`config.mk`:
```
export PLATFORM = sky130hd
export DESIGN_NAME = mig_burst_ctrl_flat
export DESIGN_NICKNAME = d
export VERILOG_FILES = /design/src/rtl/mig_burst_ctrl_if.sv /design/src/rtl/mig_burst_ctrl.sv /design/src/flat_wrapper.sv
export SDC_FILE = /design/constraint.sdc
export NUM_CORES = 1
export LEC_CHECK = 0
export ABC_AREA = 1
export CORE_AREA = 5 5 252 254
export DETAILED_ROUTE_END_ITERATION = 10
export DIE_AREA = 0 0 257 259
export GPL_ROUTABILITY_DRIVEN = 0
export HOLD_SLACK_MARGIN = 0.06
export SYNTH_ARGS = -nofsm -noshare
export SYNTH_HDL_FRONTEND = slang
export SYNTH_SLANG_ARGS = --single-unit
```
`constraint.sdc`:
```
create_clock -name ui_clk_i -period 2.9 [get_ports ui_clk_i]
set_clock_uncertainty 0.2 [all_clocks]
set_input_delay 0.29 -clock ui_clk_i [delete_from_list [all_inputs] [get_ports ui_clk_i]]
set_output_delay 0.29 -clock ui_clk_i [all_outputs]
set_load 0.02 [all_outputs]
```
`src/rtl/mig_burst_ctrl_if.sv`:
```
// User burst channel and MIG native app_* channel bundles.
// mig_user_if: master = traffic source, slave = burst controller.
// mig_app_if:  master = burst controller, slave = MIG core.
interface mig_user_if #(
    parameter int ADDR_W = 28,
    parameter int DATA_W = 128
);
    logic              wr_req;
    logic [ADDR_W-1:0] wr_req_addr;
    logic [15:0]       wr_length;
    logic [DATA_W-1:0] wr_data;
    logic              wr_busy;
    logic              wr_data_valid;
    logic              wr_done;
    logic              rd_req;
    logic [ADDR_W-1:0] rd_req_addr;
    logic [15:0]       rd_length;
    logic [DATA_W-1:0] rd_data;
    logic              rd_busy;
    logic              rd_data_valid;
    logic              rd_done;

    modport master (
        output wr_req, wr_req_addr, wr_length, wr_data, rd_req, rd_req_addr, rd_length,
        input  wr_busy, wr_data_valid, wr_done, rd_data, rd_busy, rd_data_valid, rd_done
    );
    modport slave (
        input  wr_req, wr_req_addr, wr_length, wr_data, rd_req, rd_req_addr, rd_length,
        output wr_busy, wr_data_valid, wr_done, rd_data, rd_busy, rd_data_valid, rd_done
    );
endinterface

interface mig_app_if #(
    parameter int ADDR_W = 28,
    parameter int DATA_W = 128
);
    logic [ADDR_W-1:0]   app_addr;
    logic [2:0]          app_cmd;
    logic                app_en;
    logic                app_rdy;
    logic [DATA_W-1:0]   app_wdf_data;
    logic                app_wdf_wren;
    logic                app_wdf_end;
    logic [DATA_W/8-1:0] app_wdf_mask;
    logic                app_wdf_rdy;
    logic [DATA_W-1:0]   app_rd_data;
    logic                app_rd_data_valid;

    modport master (
        output app_addr, app_cmd, app_en, app_wdf_data, app_wdf_wren, app_wdf_end, app_wdf_mask,
        input  app_rdy, app_wdf_rdy, app_rd_data, app_rd_data_valid
    );
    modport slave (
        input  app_addr, app_cmd, app_en, app_wdf_data, app_wdf_wren, app_wdf_end, app_wdf_mask,
        output app_rdy, app_wdf_rdy, app_rd_data, app_rd_data_valid
    );
endinterface

```
`src/rtl/mig_burst_ctrl.sv`:
```
// Burst-to-MIG native command converter: one user burst in flight, one app word per 128-bit beat.
// state | meaning: IDLE accept request | WR issue write beats | RD issue reads, collect data | DONE done pulse
module mig_burst_ctrl #(
    parameter int ADDR_W   = 28,
    parameter int DATA_W   = 128,
    parameter int ADDR_INC = 8
) (
    input  logic      ui_clk_i,
    input  logic      ui_rst_i,
    input  logic      init_calib_complete_i,
    mig_user_if.slave usr,
    mig_app_if.master app
);

    typedef enum logic [1:0] {S_IDLE, S_WR, S_RD, S_DONE} state_e;

    state_e            state_q, state_d;
    logic              rd_dir_q, rd_dir_d;
    logic              last_wr_q, last_wr_d;
    logic [ADDR_W-1:0] base_q, base_d;
    logic [15:0]       len_q, len_d;
    logic [16:0]       cnt_q, cnt_d;
    logic [16:0]       rcnt_q, rcnt_d;

    logic pend;
    logic take_wr;
    logic beat_ok;
    logic cmd_ok;
    logic cnt_last;
    logic rcnt_last;

    assign pend      = cnt_q < {1'b0, len_q};
    assign take_wr   = usr.wr_req & (~usr.rd_req | ~last_wr_q);
    assign beat_ok   = (state_q == S_WR) & pend & app.app_rdy & app.app_wdf_rdy;
    assign cmd_ok    = (state_q == S_RD) & pend & app.app_rdy;
    assign cnt_last  = (cnt_q + 17'd1) == {1'b0, len_q};
    assign rcnt_last = (rcnt_q + 17'd1) == {1'b0, len_q};

    always_ff @(posedge ui_clk_i) begin
        if (ui_rst_i) begin
            state_q   <= S_IDLE;
            rd_dir_q  <= 1'b0;
            last_wr_q <= 1'b0;
            base_q    <= '0;
            len_q     <= '0;
            cnt_q     <= '0;
            rcnt_q    <= '0;
        end else begin
            state_q   <= state_d;
            rd_dir_q  <= rd_dir_d;
            last_wr_q <= last_wr_d;
            base_q    <= base_d;
            len_q     <= len_d;
            cnt_q     <= cnt_d;
            rcnt_q    <= rcnt_d;
        end
    end

    always_comb begin
        state_d   = state_q;
        rd_dir_d  = rd_dir_q;
        last_wr_d = last_wr_q;
        base_d    = base_q;
        len_d     = len_q;
        cnt_d     = cnt_q;
        rcnt_d    = rcnt_q;
        unique case (state_q)
            S_IDLE: begin
                if (init_calib_complete_i && (usr.wr_req || usr.rd_req)) begin
                    last_wr_d = take_wr;
                    rd_dir_d  = ~take_wr;
                    base_d    = take_wr ? usr.wr_req_addr : usr.rd_req_addr;
                    len_d     = take_wr ? usr.wr_length : usr.rd_length;
                    cnt_d     = '0;
                    rcnt_d    = '0;
                    state_d   = take_wr ? S_WR : S_RD;
                end
            end
            S_WR: begin
                if (beat_ok) cnt_d = cnt_q + 17'd1;
                // a zero-length burst passes through here for one idle cycle
                if (!pend || (beat_ok && cnt_last)) state_d = S_DONE;
            end
            S_RD: begin
                if (cmd_ok) cnt_d = cnt_q + 17'd1;
                if (app.app_rd_data_valid) rcnt_d = rcnt_q + 17'd1;
                if ((rcnt_q >= {1'b0, len_q}) || (app.app_rd_data_valid && rcnt_last)) state_d = S_DONE;
            end
            S_DONE: state_d = S_IDLE;
            default: state_d = S_IDLE;
        endcase
    end

    always_comb begin
        app.app_addr      = base_q + ADDR_W'(cnt_q) * ADDR_W'(ADDR_INC);
        app.app_cmd       = rd_dir_q ? 3'b001 : 3'b000;
        app.app_en        = 1'b0;
        app.app_wdf_wren  = 1'b0;
        usr.wr_data_valid = 1'b0;
        usr.rd_data_valid = 1'b0;
        usr.wr_done       = 1'b0;
        usr.rd_done       = 1'b0;
        usr.wr_busy       = (state_q != S_IDLE);
        usr.rd_busy       = (state_q != S_IDLE);
        unique case (state_q)
            S_WR: begin
                // cmd and data are each gated by the other side's ready so both land together
                app.app_en        = pend & app.app_wdf_rdy;
                app.app_wdf_wren  = pend & app.app_rdy;
                usr.wr_data_valid = beat_ok;
            end
            S_RD: begin
                app.app_en        = pend;
                usr.rd_data_valid = app.app_rd_data_valid;
            end
            S_DONE: begin
                usr.wr_done = ~rd_dir_q;
                usr.rd_done = rd_dir_q;
            end
            default: ;
        endcase
    end

    assign app.app_wdf_end  = app.app_wdf_wren;
    assign app.app_wdf_data = usr.wr_data;
    assign app.app_wdf_mask = '0;
    assign usr.rd_data      = app.app_rd_data;

endmodule

```
`src/flat_wrapper.sv`:
```
// flat-port wrapper written by rule: the top's interface ports become plain ports
module mig_burst_ctrl_flat 
#(
    parameter int ADDR_W   = 28,
    parameter int DATA_W   = 128,
    parameter int ADDR_INC = 8
)
  (ui_clk_i, ui_rst_i, init_calib_complete_i, usr_wr_req, usr_wr_req_addr, usr_wr_length, usr_wr_data, usr_rd_req, usr_rd_req_addr, usr_rd_length, usr_wr_busy, usr_wr_data_valid, usr_wr_done, usr_rd_data, usr_rd_busy, usr_rd_data_valid, usr_rd_done, app_app_addr, app_app_cmd, app_app_en, app_app_wdf_data, app_app_wdf_wren, app_app_wdf_end, app_app_wdf_mask, app_app_rdy, app_app_wdf_rdy, app_app_rd_data, app_app_rd_data_valid);
  mig_user_if #(.ADDR_W(ADDR_W), .DATA_W(DATA_W)) usr_i ();
  mig_app_if #(.ADDR_W(ADDR_W), .DATA_W(DATA_W)) app_i ();
  input  logic ui_clk_i;
  input  logic ui_rst_i;
  input  logic init_calib_complete_i;
  input wire logic [$bits(usr_i.wr_req)-1:0] usr_wr_req;
  input wire logic [$bits(usr_i.wr_req_addr)-1:0] usr_wr_req_addr;
  input wire logic [$bits(usr_i.wr_length)-1:0] usr_wr_length;
  input wire logic [$bits(usr_i.wr_data)-1:0] usr_wr_data;
  input wire logic [$bits(usr_i.rd_req)-1:0] usr_rd_req;
  input wire logic [$bits(usr_i.rd_req_addr)-1:0] usr_rd_req_addr;
  input wire logic [$bits(usr_i.rd_length)-1:0] usr_rd_length;
  output wire logic [$bits(usr_i.wr_busy)-1:0] usr_wr_busy;
  output wire logic [$bits(usr_i.wr_data_valid)-1:0] usr_wr_data_valid;
  output wire logic [$bits(usr_i.wr_done)-1:0] usr_wr_done;
  output wire logic [$bits(usr_i.rd_data)-1:0] usr_rd_data;
  output wire logic [$bits(usr_i.rd_busy)-1:0] usr_rd_busy;
  output wire logic [$bits(usr_i.rd_data_valid)-1:0] usr_rd_data_valid;
  output wire logic [$bits(usr_i.rd_done)-1:0] usr_rd_done;
  output wire logic [$bits(app_i.app_addr)-1:0] app_app_addr;
  output wire logic [$bits(app_i.app_cmd)-1:0] app_app_cmd;
  output wire logic [$bits(app_i.app_en)-1:0] app_app_en;
  output wire logic [$bits(app_i.app_wdf_data)-1:0] app_app_wdf_data;
  output wire logic [$bits(app_i.app_wdf_wren)-1:0] app_app_wdf_wren;
  output wire logic [$bits(app_i.app_wdf_end)-1:0] app_app_wdf_end;
  output wire logic [$bits(app_i.app_wdf_mask)-1:0] app_app_wdf_mask;
  input wire logic [$bits(app_i.app_rdy)-1:0] app_app_rdy;
  input wire logic [$bits(app_i.app_wdf_rdy)-1:0] app_app_wdf_rdy;
  input wire logic [$bits(app_i.app_rd_data)-1:0] app_app_rd_data;
  input wire logic [$bits(app_i.app_rd_data_valid)-1:0] app_app_rd_data_valid;
  assign usr_i.wr_req = usr_wr_req;
  assign usr_i.wr_req_addr = usr_wr_req_addr;
  assign usr_i.wr_length = usr_wr_length;
  assign usr_i.wr_data = usr_wr_data;
  assign usr_i.rd_req = usr_rd_req;
  assign usr_i.rd_req_addr = usr_rd_req_addr;
  assign usr_i.rd_length = usr_rd_length;
  assign usr_wr_busy = usr_i.wr_busy;
  assign usr_wr_data_valid = usr_i.wr_data_valid;
  assign usr_wr_done = usr_i.wr_done;
  assign usr_rd_data = usr_i.rd_data;
  assign usr_rd_busy = usr_i.rd_busy;
  assign usr_rd_data_valid = usr_i.rd_data_valid;
  assign usr_rd_done = usr_i.rd_done;
  assign app_app_addr = app_i.app_addr;
  assign app_app_cmd = app_i.app_cmd;
  assign app_app_en = app_i.app_en;
  assign app_app_wdf_data = app_i.app_wdf_data;
  assign app_app_wdf_wren = app_i.app_wdf_wren;
  assign app_app_wdf_end = app_i.app_wdf_end;
  assign app_app_wdf_mask = app_i.app_wdf_mask;
  assign app_i.app_rdy = app_app_rdy;
  assign app_i.app_wdf_rdy = app_app_wdf_rdy;
  assign app_i.app_rd_data = app_app_rd_data;
  assign app_i.app_rd_data_valid = app_app_rd_data_valid;
  mig_burst_ctrl #(.ADDR_W(ADDR_W), .DATA_W(DATA_W), .ADDR_INC(ADDR_INC)) u_core (.ui_clk_i(ui_clk_i), .ui_rst_i(ui_rst_i), .init_calib_complete_i(init_calib_complete_i), .usr(usr_i), .app(app_i));
endmodule
```
# Yosys cells after proc, flatten, opt, wreduce, memory -nomap -nowiden
# Index checks and enable logic that the tools add are counted.
# W data, S select, Z words.
# totals
out_inout_bits	312
reg_bits	82
word_cells	71
input_bits	352
# op_classes
reduce_logical	15
n_lt_le_gt_ge	2
n_mux	20
bitwise_logic	13
n_eq_ne	11
n_addsub	3
# ops
cell	count
$mux W17	4
$pmux W17 S3	1
$add A17 B1 Y17 const B	2
$eq A17 B16 Y1	2
$pmux W17 S2	1
$add A28 B20 Y28	1
$mux W28	1
$ge A17 B16 Y1	1
$lt A17 B16 Y1	1
$mux W16	1
$and A1 B1 Y1	8
$mux W2	4
$pmux W2 S4	1
$mux W1	6
$ne A2 B1 Y1 const B	3
$ne A2 B2 Y1 const B	3
$reduce_and A3 Y1	2
$eq A2 B2 Y1 const B	2
$not A1 Y1	4
$reduce_and A4 Y1	1
$reduce_bool A2 Y1	2
$logic_and A1 B1 Y1	3
$logic_or A1 B1 Y1	3
$reduce_bool A3 Y1	1
6 further kinds	6

# Depth between registers and ports, before layout
# logic_depth
word_depth	8
depth_mapped	18
ltp_nobuf	18

# Worst setup path before layout
# Ideal clock, no wire load.
# synth_path
kind	register -> output
startpoint	reg u_core.cnt_q[7]
endpoint	out app_app_addr[24]
setup_slack_ps	257
path_buffers	0
path_stages_with_launch	10
arrival_ps	2153
required_time_ps	2410
cell_sequence	dfxtp_1 ha_1 nand2_1 nor2_1 nand4_1 o211ai_1 a21boi_0 o21ai_0 nand4_1 xor2_1
# synth_via
elab_chain_cells	1
# synth_lines
element	line_no	text
start: declaration	mig_burst_ctrl.sv:22	logic [16:0] cnt_q, cnt_d;
start signal: assignment	mig_burst_ctrl.sv:54	cnt_q <= cnt_d;
$add A28 B20 Y28	mig_burst_ctrl.sv:95	app.app_addr = base_q + ADDR_W'(cnt_q) * ADDR_W'(ADDR_INC);
end: declaration	flat_wrapper.sv:28	output wire logic [$bits(app_i.app_addr)-1:0] app_app_addr;
# No other way between the ends.

# Worst setup path in the final report
# layout_path
startpoint	reg u_core.cnt_q[9]
endpoint	out app_app_addr[27]
# The elaborated chain is that of the path after synthesis.

==> summary.log <==
INFO  setup_path     critPathArrivalTime=2.39ns
INFO  setup_path     slowest_stage=dfxtp_2
INFO  cells_and_area count_of_fill_cells_added_during_filler_insertion=7,028
INFO  timing         layout_setup_ws=0.0203ns
INFO  die            placementRows=91
INFO  routing        drt_iter0_drc=362
INFO  yosys          synth.cell_area=8690um2
INFO  power          irDropWorstVdd=0.350mV
INFO  setup_path     critical_path.max_stage_delay=0.34ns
INFO  setup_path     timing.critical_path.required=2.41ns
INFO  yosys          synth_enable_flop_cells=0
INFO  cts            clk_path_buf_depth=2
INFO  setup_path     crit_path_start_kind=register
INFO  cells_and_area final_core_util=17.3%
INFO  power          finalPower=0.00819W
INFO  yosys          synth_seq_cells=82
INFO  timing         period_needed=2.88ns
INFO  status         run_status=finished clean
INFO  timing         timing.final.max_slew_violations=0
INFO  die            design.die.area=66,600um2
INFO  die            effective_utilization_at_floorplan=14.2%
INFO  yosys          post_synth_num_cell_types=42
INFO  routing        detailroute.via_count=8,137
INFO  cts            cts_root_buffer=clkbuf_16
INFO  global_routing number_of_global_route_vias_before_repair=7,915
INFO  routing        first_pass_iters=5
INFO  setup_path     critical_path.max_fanout=4
INFO  global_routing grt_max_degree=62
INFO  routing        drc=0
INFO  cts            cts_tree=built
INFO  routing        postRouteAntennaNets=0
INFO  cts            cts_inserted_buffers=9
INFO  yosys          ys_warn_count=0
INFO  setup_path     path_cells=ha_4, buf_6, nand2_1, o21ai_1, inv_1, nand2_2, nand2_1, nand3_4, and3_4, nand2_2, xnor2_2, buf_4
INFO  setup_path     critical_path_class=register to output port
INFO  setup_path     endpoint_type_of_the_worst_setup_path=output port
INFO  hold_path      worstHoldPathType=primary input to register
INFO  place          place_ws=-0.258ns
INFO  die            num_io_pins=664
INFO  timing         rsz0062_at_grt=true
INFO  flow_run       cap_viol_max_count=0
INFO  die            chip_width=257um
INFO  yosys          synth_flop_cell=dfxtp_1
INFO  timing         max_slew_margin=37.4%
INFO  timing         tightestPinTransition=0.938ns
INFO  cells_and_area layout.nets=1,732
INFO  power          power.leakage=4.34nW
INFO  timing         fmax=347MHz
INFO  die            placeableCoreArea=61,000um2
INFO  routing        routed_wirelength=35,300um
INFO  timing         timing.final.crit_share=99.3%
INFO  cts            cts.reportedPaths.clkPinSlew=0.07ns
INFO  yosys          synth-seq-area-share=18.9%
INFO  cts            cts_sinks=82
INFO  global_routing grt_antenna_before_repair=0
INFO  die            die_h=259um
INFO  global_routing gr-total-overflow=0
INFO  place          buffer_ports.inserted=133
INFO  yosys          syn-mean-instance-area=6.39um2
INFO  cells_and_area share_of_layout_cells_above_drive_strength_1=21.2%
INFO  timing         holdWs=0.217ns
INFO  cells_and_area antenna_diodes=0
INFO  cts            htree_num_levels=3
INFO  yosys          asyncSetResetFlopFracSynth=0%
INFO  global_routing grtUsageTotal=10.1%
INFO  cells_and_area flow.area_growth_from_synthesis=21.4%
INFO  timing         report.final.setup_viol=0
INFO  power          power_density=776nW/um2
INFO  routing        wire_per_inst=16.7um
INFO  cts            cts.hold.buffers_added=0
INFO  global_routing grt_first_pass_wirelength=50,800um
INFO  place          hpwlAfterDp=28,300um
INFO  routing        detail_route.vias_per_cell=3.84
INFO  cts            insertion_delay=0.39ns
INFO  yosys          syn_inst=1,359
INFO  timing         timing_hold_violations_final=0
worst paths after layout:
check,cells after the start,startpoint,endpoint,slack (ns)
worst max-delay path,12,u_core.cnt_q[9],app_app_addr[27],0.02
worst min register to register,2,u_core.base_q[2],u_core.base_q[2],0.29
worst min-delay path,3,ui_rst_i,u_core.len_q[7],0.22
worst max register to register,16,u_core.cnt_q[10],u_core.cnt_q[5],0.20
cells by family (layout without fill, tap and decap cells):
group / after synthesis / after routing / share of synthesized area [%]
AOI/OAI and AO/OA: 138 / 138 / 9.49
xor gates and xnor gates: 27 / 27 / 2.72
adders and majority gates: 58 / 58 / 8.44
buffers and inverters: 403 / 354 / 29.6
DFF: 82 / 82 / 18.9
other: 1 / 18 / 0.0432
and+or+nand+nor: 650 / 650 / 30.8
state kept, by name (all words and copies together), names as in the netlist:
name	cells
u_core.len_q	16
u_core.rd_dir_q	1
u_core.base_q	28
u_core.last_wr_q	1
u_core.cnt_q	17
u_core.state_q	2
u_core.rcnt_q	17
cell type report:
class	instances	area, um2	area share, %
clock buffers	10	239	2.27
clock inverters	6	56.3	0.534
inverters	96	363	3.44
multi-input cells	891	5050	47.8
flip-flops and latches	82	1680	15.9
well taps	790	988	9.37
repair buffers	242	2180	20.7
through the flow:
stage	setup TNS, ns	area [um2]	std cells
floorplan	0	8750	1376
global placement	-1.48	9690	2095
finish	0	10500	2117
CTS	-0.0707	10200	2113
detailed placement	-1.56	9690	2095
global route	-0.593	10500	2117
per-layer routing:
metal	up-vias	global-route usage, %	wire (um)
met5	-	1.61	155
met4	6	4.98	1750
met3	132	5.38	3900
met2	445	14.4	14500
met1	3554	12.4	15100
li1	4000	-	-
worst max-delay path: cells and delay by family (launching register included):
family	cells	cell delay (ns)
flip-flops	1	0.34
AO/OA/AOI/OAI	1	0.19
AND/OR/NAND/NOR	6	0.70
XOR/XNOR	1	0.15
buffers and inverters	3	0.34
adder cells (fa/ha/maj)	1	0.28
Yosys cell counts, types with 5 or more instances:
| cell type | instances | area [um2] |
|---|---|---|
| nand2_1 | 397 | 1490 |
| buf_4 | 280 | 2100 |
| nor2_1 | 131 | 492 |
| inv_1 | 88 | 330 |
| dfxtp_1 | 82 | 1640 |
| nand3_1 | 72 | 360 |
| ha_1 | 57 | 713 |
| a31oi_1 | 49 | 307 |
| a21oi_1 | 41 | 205 |
| nand4_1 | 21 | 131 |
| clkbuf_1 | 20 | 75.1 |
| o21ai_0 | 20 | 100 |
| xor2_1 | 17 | 149 |
| xnor2_1 | 10 | 87.6 |
| nor2_2 | 8 | 50.1 |
| buf_2 | 7 | 35.0 |
| o21ai_1 | 7 | 35.0 |
| inv_2 | 6 | 22.5 |
| nand2_2 | 6 | 37.5 |
| a21o_1 | 5 | 37.5 |
| nor3_1 | 5 | 25.0 |
power breakdown:
| group | total [W] | leakage [nW] | internal (W) | switching, W |
|---|---|---|---|---|
| Clock | 0.00124 | 0.144 | 0.000625 | 0.000615 |
| Sequential | 0.00161 | 0.679 | 0.00138 | 0.000229 |
| Combinational | 0.00534 | 3.52 | 0.00222 | 0.00311 |
| Total | 0.00819 | 4.34 | 0.00423 | 0.00396 |
repair_timing:
action | CTS | global route
buffers inserted | 3 | 6
pin swaps | 22 | 34
resized for setup | 118 | 89
endpoints found under the setup margin | 25 | 37
layout by cell type (no fill, tap or decap), types with 5 or more instances in the layout:
master             n
nand2_1          384
nor2_1           120
buf_4            110
clkdlybuf4s50_1  106
inv_1             86
nand3_1           70
dfxtp_1           59
a31oi_1           45
ha_1              40
a21oi_1           32
nand4_1           21
dfxtp_2           21
conb_1            18
ha_4              17
nand2_2           16
nor2_2            15
xor2_1            15
o21ai_1           13
a21oi_2           10
o21ai_0           10
clkbuf_16          9
buf_6              9
inv_2              7
nor2_4             7
xnor2_1            6
buf_2              6
buf_12             6
a21o_1             5
Note: power is estimated with default switching activity, not from simulation.
